## src/rtl/fir_pkg.sv

```systemverilog
// Shared constants, FSM encoding and default low-pass coefficients for the
// time-multiplexed FIR engine.
package fir_pkg;
  localparam int NUM_TAPS = 41;
  localparam int DATA_W   = 16;
  localparam int COEF_W   = 12;
  localparam int ACC_W    = 41;
  localparam int KW       = $clog2(NUM_TAPS);
  localparam int PROD_W   = DATA_W + COEF_W;

  typedef enum logic [1:0] {S_CLEAR, S_IDLE, S_RUN, S_HOLD} state_t;

  // Symmetric table: only the first half plus centre is stored, the rest mirrors.
  function automatic logic signed [COEF_W-1:0] def_coef(input logic [KW-1:0] k);
    logic [KW-1:0] m;
    m = (k > KW'(NUM_TAPS / 2)) ? KW'(NUM_TAPS - 1) - k : k;
    case (int'(m))
      0:  return 12'sd19;
      1:  return 12'sd15;
      2:  return 12'sd9;
      3:  return -12'sd3;
      4:  return -12'sd24;
      5:  return -12'sd57;
      6:  return -12'sd99;
      7:  return -12'sd143;
      8:  return -12'sd177;
      9:  return -12'sd185;
      10: return -12'sd151;
      11: return -12'sd60;
      12: return 12'sd99;
      13: return 12'sd325;
      14: return 12'sd610;
      15: return 12'sd933;
      16: return 12'sd1266;
      17: return 12'sd1575;
      18: return 12'sd1826;
      19: return 12'sd1990;
      20: return 12'sd2047;
      default: return '0;
    endcase
  endfunction
endpackage

```

## src/rtl/fir_mac_unit.sv

```systemverilog
// Registered signed multiply-accumulate; o_sum is the value the accumulator
// takes on the next enabled edge, so the final tap can be captured directly.
module fir_mac_unit
  import fir_pkg::*;
(
  input  logic                     clk,
  input  logic                     rst_n,
  input  logic                     i_clr,
  input  logic                     i_en,
  input  logic signed [DATA_W-1:0] i_x,
  input  logic signed [COEF_W-1:0] i_c,
  output logic signed [ACC_W-1:0]  o_sum
);
  logic signed [PROD_W-1:0] w_prod;
  logic signed [ACC_W-1:0]  r_acc;

  assign w_prod = i_x * i_c;
  assign o_sum  = r_acc + ACC_W'(w_prod);

  always_ff @(posedge clk or negedge rst_n) begin
    if (!rst_n)     r_acc <= '0;
    else if (i_clr) r_acc <= '0;
    else if (i_en)  r_acc <= o_sum;
  end
endmodule

```

## src/rtl/fir_mac_scheduler.sv

```systemverilog
// 41-tap FIR sequenced over one shared MAC: CLEAR -> IDLE -> RUN -> HOLD -> IDLE.
// Build option FIR_COEF_WR_EN adds a writable shadow coefficient bank with swap.
module fir_mac_scheduler
  import fir_pkg::*;
(
  input  logic                     clk,
  input  logic                     rst_n,
  input  logic                     in_valid,
  output logic                     in_ready,
  input  logic signed [DATA_W-1:0] in_data,
  output logic                     out_valid,
  input  logic                     out_ready,
  output logic signed [ACC_W-1:0]  out_data,
  output logic                     busy
`ifdef FIR_COEF_WR_EN
  ,
  input  logic                     coef_we,
  input  logic [6:0]               coef_addr,
  input  logic signed [COEF_W-1:0] coef_wdata,
  input  logic                     coef_swap
`endif
);
  localparam logic [KW-1:0] K_LAST = KW'(NUM_TAPS - 1);

  state_t                   r_state, w_state_nxt;
  logic [KW-1:0]            r_k, r_wr_ptr, r_rd_idx;
  logic                     r_out_valid;
  logic signed [ACC_W-1:0]  r_out_data;
  logic                     w_last, w_mac_clr, w_mac_en, w_buf_we;
  logic [KW-1:0]            w_buf_idx;
  logic signed [DATA_W-1:0] w_buf_wd, w_x;
  logic signed [COEF_W-1:0] w_coef;
  logic signed [ACC_W-1:0]  w_sum;
  logic signed [DATA_W-1:0] r_buf [NUM_TAPS];

  assign w_last    = (r_k == K_LAST);
  assign w_x       = r_buf[r_rd_idx];
  assign in_ready  = (r_state == S_IDLE);
  assign busy      = (r_state != S_IDLE);
  assign out_valid = r_out_valid;
  assign out_data  = r_out_data;

  always_comb begin
    w_state_nxt = r_state;
    w_mac_clr   = 1'b0;
    w_mac_en    = 1'b0;
    w_buf_we    = 1'b0;
    w_buf_idx   = r_k;
    w_buf_wd    = '0;
    case (r_state)
      S_CLEAR: begin
        w_buf_we = 1'b1;
        if (w_last) w_state_nxt = S_IDLE;
      end
      S_IDLE: if (in_valid) begin
        w_state_nxt = S_RUN;
        w_mac_clr   = 1'b1;
        w_buf_we    = 1'b1;
        w_buf_idx   = r_wr_ptr;
        w_buf_wd    = in_data;
      end
      S_RUN: begin
        w_mac_en = 1'b1;
        if (w_last) w_state_nxt = S_HOLD;
      end
      S_HOLD: if (out_ready) w_state_nxt = S_IDLE;
      default: w_state_nxt = S_CLEAR;
    endcase
  end

  always_ff @(posedge clk or negedge rst_n) begin
    if (!rst_n) begin
      r_state     <= S_CLEAR;
      r_k         <= '0;
      r_wr_ptr    <= '0;
      r_rd_idx    <= '0;
      r_out_valid <= 1'b0;
      r_out_data  <= '0;
    end else begin
      r_state <= w_state_nxt;
      case (r_state)
        S_CLEAR: r_k <= w_last ? '0 : r_k + KW'(1);
        S_IDLE: if (in_valid) begin
          r_k      <= '0;
          r_rd_idx <= r_wr_ptr;
        end
        S_RUN: begin
          // Walk from the newest sample backwards through the circular buffer.
          r_k      <= r_k + KW'(1);
          r_rd_idx <= (r_rd_idx == '0) ? K_LAST : r_rd_idx - KW'(1);
          if (w_last) begin
            r_out_data  <= w_sum;
            r_out_valid <= 1'b1;
            r_wr_ptr    <= (r_wr_ptr == K_LAST) ? '0 : r_wr_ptr + KW'(1);
          end
        end
        S_HOLD: if (out_ready) r_out_valid <= 1'b0;
        default: ;
      endcase
    end
  end

  always_ff @(posedge clk) begin
    if (w_buf_we) r_buf[w_buf_idx] <= w_buf_wd;
  end

`ifdef FIR_COEF_WR_EN
  logic signed [COEF_W-1:0] r_bank [2][NUM_TAPS];
  logic                     r_active, r_swap_pend, w_swap_go;

  // Swap only between samples so a result never mixes two banks.
  assign w_swap_go = (r_state == S_IDLE) && r_swap_pend;
  assign w_coef    = r_bank[r_active][r_k];

  always_ff @(posedge clk or negedge rst_n) begin
    if (!rst_n) begin
      r_active    <= 1'b0;
      r_swap_pend <= 1'b0;
      for (int b = 0; b < 2; b++)
        for (int t = 0; t < NUM_TAPS; t++)
          r_bank[b][t] <= def_coef(KW'(t));
    end else begin
      if (coef_we && (coef_addr < 7'(NUM_TAPS)))
        r_bank[~r_active][coef_addr[KW-1:0]] <= coef_wdata;
      if (w_swap_go) r_active <= ~r_active;
      r_swap_pend <= coef_swap | (r_swap_pend & ~w_swap_go);
    end
  end
`else
  assign w_coef = def_coef(r_k);
`endif

  fir_mac_unit u_mac (
    .clk   (clk),
    .rst_n (rst_n),
    .i_clr (w_mac_clr),
    .i_en  (w_mac_en),
    .i_x   (w_x),
    .i_c   (w_coef),
    .o_sum (w_sum)
  );
endmodule

```

## config.mk

```make
export PLATFORM = sky130hd
export DESIGN_NAME = fir_mac_scheduler
export DESIGN_NICKNAME = d
export VERILOG_FILES = /design/src/rtl/fir_pkg.sv /design/src/rtl/fir_mac_unit.sv /design/src/rtl/fir_mac_scheduler.sv
export SDC_FILE = /design/constraint.sdc
export NUM_CORES = 2
export LEC_CHECK = 0
export CAP_MARGIN = 25
export CORE_ASPECT_RATIO = 1.1
export CORE_MARGIN = 2
export CORE_UTILIZATION = 45
export DETAILED_ROUTE_END_ITERATION = 12
export HOLD_SLACK_MARGIN = 0.12
export PLACE_DENSITY = 0.61
export SKIP_LAST_GASP = 1
export SLEW_MARGIN = 20
export SYNTH_ARGS = -nofsm -noshare
export SYNTH_HDL_FRONTEND = slang
export SYNTH_HIERARCHICAL = 1
export SYNTH_SLANG_ARGS = --single-unit
```

## constraint.sdc

```tcl
create_clock -name clk -period 7.9 [get_ports clk]
set_clock_uncertainty 0.15 [all_clocks]
set_input_delay 0.79 -clock clk [delete_from_list [all_inputs] [get_ports clk]]
set_output_delay 0.79 -clock clk [all_outputs]
set_load 0.03 [all_outputs]
```

---- Word-level counts from Yosys, hierarchy flattened ----
Memories as Yosys holds them, arrays and structs flattened.
Index checks and enable logic that the tools add are counted.
Widths: inputs -> output; s select.
storage, ports and cells
  output and inout bits ................... 44
  memories ................................ 2
  RAM bits ................................ 656
  ROM bits ................................ 384
  flip-flop bits (word level) ............. 103
  logic and storage cells ................. 66
operators by class
  multipliers ............................. 1
  $lt $le $gt $ge ......................... 1
  equal/unequal tests ..................... 10
  reduce and logical (&&, ||, !) cells .... 11
  add/sub/neg operators ................... 5
  multiplexer cells ....................... 29
memory list
  name             words  bits a word  rd ports  clocked after memory_dff  wr ports  line                     RTL
  r_buf            41     16           1         0                         1         fir_mac_scheduler.sv:34  logic signed [DATA_W-1:0] r_buf [NUM_TAPS];
  (no name shown)  32     12           1         0                         0         fir_pkg.sv:17            case (int'(m))
operators by type and width
  kind                 count
  $mux 41              2
  $mux 6               8
  $add 41x28->41       1
  $mux 16              2
  $mul 16x12->28       1
  $pmux 6 s3           1
  $add 6x1->6 const B  2
  $eq 6x6->1 const B   2
  $mux 12              1
  $pmux 6 s2           1
  $mux 2               4
  $ne 2x2->1 const B   4
  $pmux 2 s4           1
  $mux 1               7
  $gt 6x5->1 const B   1
  $logic_not 6->1      1
  $reduce_and 2->1     3
  $reduce_bool 2->1    3
  $sub 6x1->6 const B  1
  $sub 6x6->6 const A  1
  $eq 2x2->1 const B   2
  $pmux 1 s2           2
  $reduce_and 4->1     1
  $reduce_and 3->1     1
  other kinds (4)      4

---- Longest topological paths before layout ----
An unclocked memory read counts as a cell.
  depth after elaboration ................. 8
  mapped depth ............................ 35
  mapped depth without buffers ............ 30

---- Hierarchy ----
The synthesis kept the hierarchy.
by module, submodules not included
  module             seq. area each (µm²)  times used  cells each  area an instance (µm²)
  fir_mac_scheduler  21250.4               1           1549        28670.0
  fir_mac_unit       1026.0                1           1240        11891.4

---- Least setup slack after synthesis ----
No wires, ideal clock.
  kind .................................... reg-to-reg
  from .................................... register r_k[0]
  to ...................................... register u_mac.r_acc[40]
  buffers on the path ..................... 4
  data arrival time ....................... 8.343 ns
  cell stages (with the launch flop) ...... 31
  slack ................................... -0.729 ns
  setup time .............................. 0.136 ns
  cell sequence ........................... dfrtp_1 > clkbuf_1 > inv_2 > ha_1 > buf_2 > nand3b_1 > and3_1 > o21a_1 > and3_1 > o32ai_1 > clkbuf_1 > nand2_1 > fa_1 > fa_1 > fa_1 > inv_1 > fa_1 > inv_1 > fa_1 > inv_1 > ha_1 > ha_1 > clkbuf_1 > and3_1 > and2_1 > a221oi_1 > o221ai_1 > a31oi_1 > nor4bb_1 > a311oi_1 > a21oi_1
between the ends
  cells in the longest elaborated chain, start to end .. 8
  elaborated cells on any way between the ends .. 9
  those cells by class .................... 2 x add/sub; 1 x mul; 1 x order compare; 4 x mux; 1 x memory
RTL lines
  item                                       line                     RTL
  start: declaration                         fir_mac_scheduler.sv:26  logic [KW-1:0] r_k, r_wr_ptr, r_rd_idx;
  start signal: assignment                   fir_mac_scheduler.sv:82  S_CLEAR: r_k <= w_last ? '0 : r_k + KW'(1);
  start signal: assignment                   fir_mac_scheduler.sv:89  r_k <= r_k + KW'(1);
  $sub 6x6->6 or $gt 6x5->1 (tied branches)  fir_pkg.sv:16            m = (k > KW'(NUM_TAPS / 2)) ? KW'(NUM_TAPS - 1) - k : k;
  $mux 6 (*)                                 fir_pkg.sv:16
  $mem_v2 32x12                              --
  $mux 12 (*)                                fir_pkg.sv:17
  via w_coef[0]                              fir_mac_scheduler.sv:32  logic signed [COEF_W-1:0] w_coef;
  $mul 16x12->28 (*)                         fir_mac_unit.sv:17       assign w_prod = i_x * i_c;
  $add 41x28->41 (*)                         fir_mac_unit.sv:18       assign o_sum = r_acc + ACC_W'(w_prod);
  $mux 41 (*)                                fir_mac_unit.sv:23       else if (i_en) r_acc <= o_sum;
  $mux 41 (*)                                fir_mac_unit.sv:22       else if (i_clr) r_acc <= '0;
  end signal: assignment                     fir_mac_unit.sv:23
  end: declaration                           fir_mac_unit.sv:15       logic signed [ACC_W-1:0] r_acc;
Mark *: on every way through the listed nets, which the timed path passes. The rest lies on a longest branch. The select of a mux whose other input is x is not followed.
A chain may end at the register's enable or synchronous reset.

---- Worst setup path after layout ----
  from .................................... register r_rd_idx[0]
  to ...................................... register u_mac.r_acc[37]
between the ends
  cells in the longest elaborated chain, start to end .. 5
RTL lines
  item                      line                     RTL
  start: declaration        fir_mac_scheduler.sv:26
  start signal: assignment  fir_mac_scheduler.sv:85  r_rd_idx <= r_wr_ptr;
  start signal: assignment  fir_mac_scheduler.sv:90  r_rd_idx <= (r_rd_idx == '0) ? K_LAST : r_rd_idx - KW'(1);
  $mem_v2 41x16             --
  via w_x[8]                fir_mac_scheduler.sv:31  logic signed [DATA_W-1:0] w_buf_wd, w_x;
  $mul 16x12->28            fir_mac_unit.sv:17
  $add 41x28->41            fir_mac_unit.sv:18
  $mux 41                   fir_mac_unit.sv:23
  $mux 41                   fir_mac_unit.sv:22
The timed path passes the listed nets, and every way through them passes these cells. The select of a mux whose other input is x is not followed.

==> reports/metrics.yaml <==
drt:
  drc: 0
  ant_nets: 0
  drtIter0Drc: 1764
  drt-pass1-iter-count: 5
  routed_via_density: 5.54
  drt-total-wl_mm: 103
  wl_per_cell_um: 23.3
  via_count: 24400
grt:
  grt_pass1_wl_mm: 158
  grt-ovfl-total: 0
  grt_pass1_vias: 26000
  grt_use_total_pct: 22.6
  antenna_found_initial: 3
  grt_max_degree: 66
clocking:
  cts_tree: "done"
  clkSlewWorstSetupHoldPaths_ps: 60
  clock_tree.buffer_depth: 3
  htree_levels: 3
  root_buffer: "clkbuf_16"
  cts_inserted_buffers: 80
  clock_latency_ps: 640
  cts_sinks: 759
setup_path:
  end_kind: "flop"
  slowest_stage: "mux4_2"
  cp_max_fo: 20
  critical_path_class: "reg -> reg"
  worstSetupStartpointType: "flop"
  critPathBufInv: 5
  critPathMostFrequentCell: "fa_1"
  arrival_ps: 8320
  critPathMaxStageDelay_ps: 570
  required_ps: 8320
  critPathTopFamily: "adder cells"
finish:
  instances_no_fill: 4414
  final_cell_area_um2: 48300
  multi_input_area_um2: 17000
  seq_area_um2: 22300
  diodes: 0
  fin_nets: 3570
  fillCellCount: 7230
  drive_above_1_share_pct: 23.5
  final_core_util_pct: 54.0
  syn2layout_area_growth_pct: 19.1
synth:
  yosys.area.top_type: "edfxtp_1"
  ys_seq_elements: 759
  synth_commonest_cells: "edfxtp_1, nand2_1, fa_1, inv_1, mux4_2"
  syn_nets: 3182
  synth-edff-count: 656
  yosys_warnings: 6
  syn_area_um2: 40600
  synthTopCellsByArea: "edfxtp_1, fa_1, mux4_2"
  synth.avg_cell_area_um2: 14.5
  ys.flop_type: "edfxtp_1"
  synth.yosys.seq_area_share_pct: 54.9
  yosysTopAreaCellShare_pct: 48.6
  synth.distinct_cells: 86
  synth_most_common_cell: "edfxtp_1"
  async_flop_share_pct: 13.6
  netlist_instances: 2789
timing:
  tightest_slew_ps: 927
  post-route-period-util_pct: 99.9
  clock.fmax_mhz: 127
  final_hold_viol_count: 0
  rsz0062_at_grt: "yes"
  post-route-min-period_ps: 7900
  slew_viol_final: 0
  tns_ps: 0
  slew_headroom_pct: 38.2
  setup_viol_count_final: 0
die:
  dieArea_um2: 92600
  fp-row-count: 115
  chipWidth_um: 290
  start_util_pct: 45.4
  io_pins: 64
  coreArea_um2: 89400
  fp.dieH_um: 319
placement:
  io_buffers: 63
  gp_congestion: 0.895
  dpl_cell_area_um2: 45100
  hpwl_mm: 72.1
  numPlacedInstances: 4246
hold_path:
  hold_class: "reg -> reg"
outcome:
  status: "finished, final reports clean"
flow_run:
  drv_cap: 0
[path summary, 6_finish.rpt]
path                                          startpoint                           to  slack, ps  cells past startpoint
worst max-delay path             r_rd_idx[0]$_DFFE_PN0P_  u_mac/r_acc[37]$_DFFE_PN0P_          5                     25
worst min-delay path            out_data[20]$_DFFE_PN0P_     out_data[20]$_DFFE_PN0P_        320                      2
worst max register to register   r_rd_idx[0]$_DFFE_PN0P_  u_mac/r_acc[37]$_DFFE_PN0P_          5                     25
worst min register to register  out_data[20]$_DFFE_PN0P_     out_data[20]$_DFFE_PN0P_        320                      2
max in group asynchronous                          rst_n           r_k[1]$_DFFE_PN0P_       5670                      3
min in group asynchronous                          rst_n      out_data[6]$_DFFE_PN0P_        570                      2
[registers in the layout, summed over array words and instances, names as in the netlist]
register     count
out_data        41
out_valid        1
r_buf          656
r_k              6
r_rd_idx         6
r_state          2
r_wr_ptr         6
u_mac/r_acc     41
[through the flow]
stage	worst slack [ps]	hold slack, ps
6_report	4.68	320
5_1_grt	-326	346
4_1_cts	-14.2	327
3_5_place_dp	-374	312
3_3_place_gp	-346	308
2_1_floorplan	8.06	336
[kinds of logic after synthesis]
family,share of synthesized area (%)
fa+ha+maj,16.3
mux,11.0
compound gates,5.23
xor+xnor,0.907
flops,54.9
buf+inv,3.96
simple gates,7.68
[cell type report]
cell class | instances | share of cell area (%)
well taps | 1170 | 3.03
multi-input cells | 1630 | 35.2
inverters | 263 | 2.05
clock buffers | 96 | 4.31
flip-flops and latches | 759 | 46.1
repair buffers | 443 | 7.94
clock inverters | 53 | 1.31
[cell usage in the layout (no fill, tap or decap), types with 16 or more instances in the layout]
cell	instances
edfxtp_1	656
buf_4	346
nand2_1	291
inv_1	255
fa_1	255
mux4_2	170
nor2_1	132
ha_1	112
dfrtp_1	100
and2_1	95
clkbuf_16	82
clkdlybuf4s50_1	62
o21ai_0	60
mux2i_1	59
a21oi_1	54
o22ai_1	36
xnor2_1	32
and3_1	26
nand3_1	23
a21o_1	21
buf_12	21
a211oi_1	20
clkinv_1	17
nor3_1	16
[routing by layer]
layer | GRT usage [%] | part of all wire [%] | up-vias
met2 | 39.4 | 51 | 720
met5 | 0 | 0.013 | -
met3 | 2.91 | 5.3 | 188
li1 | - | - | 10800
met4 | 8.53 | 3.9 | 2
met1 | 28.8 | 40 | 12700
[worst reg2reg max path, delay by kind of cell, from the launching register on]
kind / cells / cell delay, ps
DFF: 1 / 430
buffers and inverters: 5 / 720
muxes: 2 / 1120
and+or+nand+nor: 3 / 580
AOI/OAI and AO/OA: 8 / 1720
adders and majority gates: 7 / 3130
[repair_timing]
| item | 4_1_cts | 5_1_grt |
|---|---|---|
| gates cloned | 0 | 1 |
| resized for setup | 35 | 31 |
| hold buffers | 1 | 0 |
| endpoints found under the hold margin | 38 | 0 |
| setup endpoints to repair | 40 | 42 |
| buffers inserted | 10 | 7 |
| pin swaps | 5 | 8 |
Power is left out: the tool's default activity adds up to more than one toggle a clock period on the data nets, which glitch-free logic cannot reach.
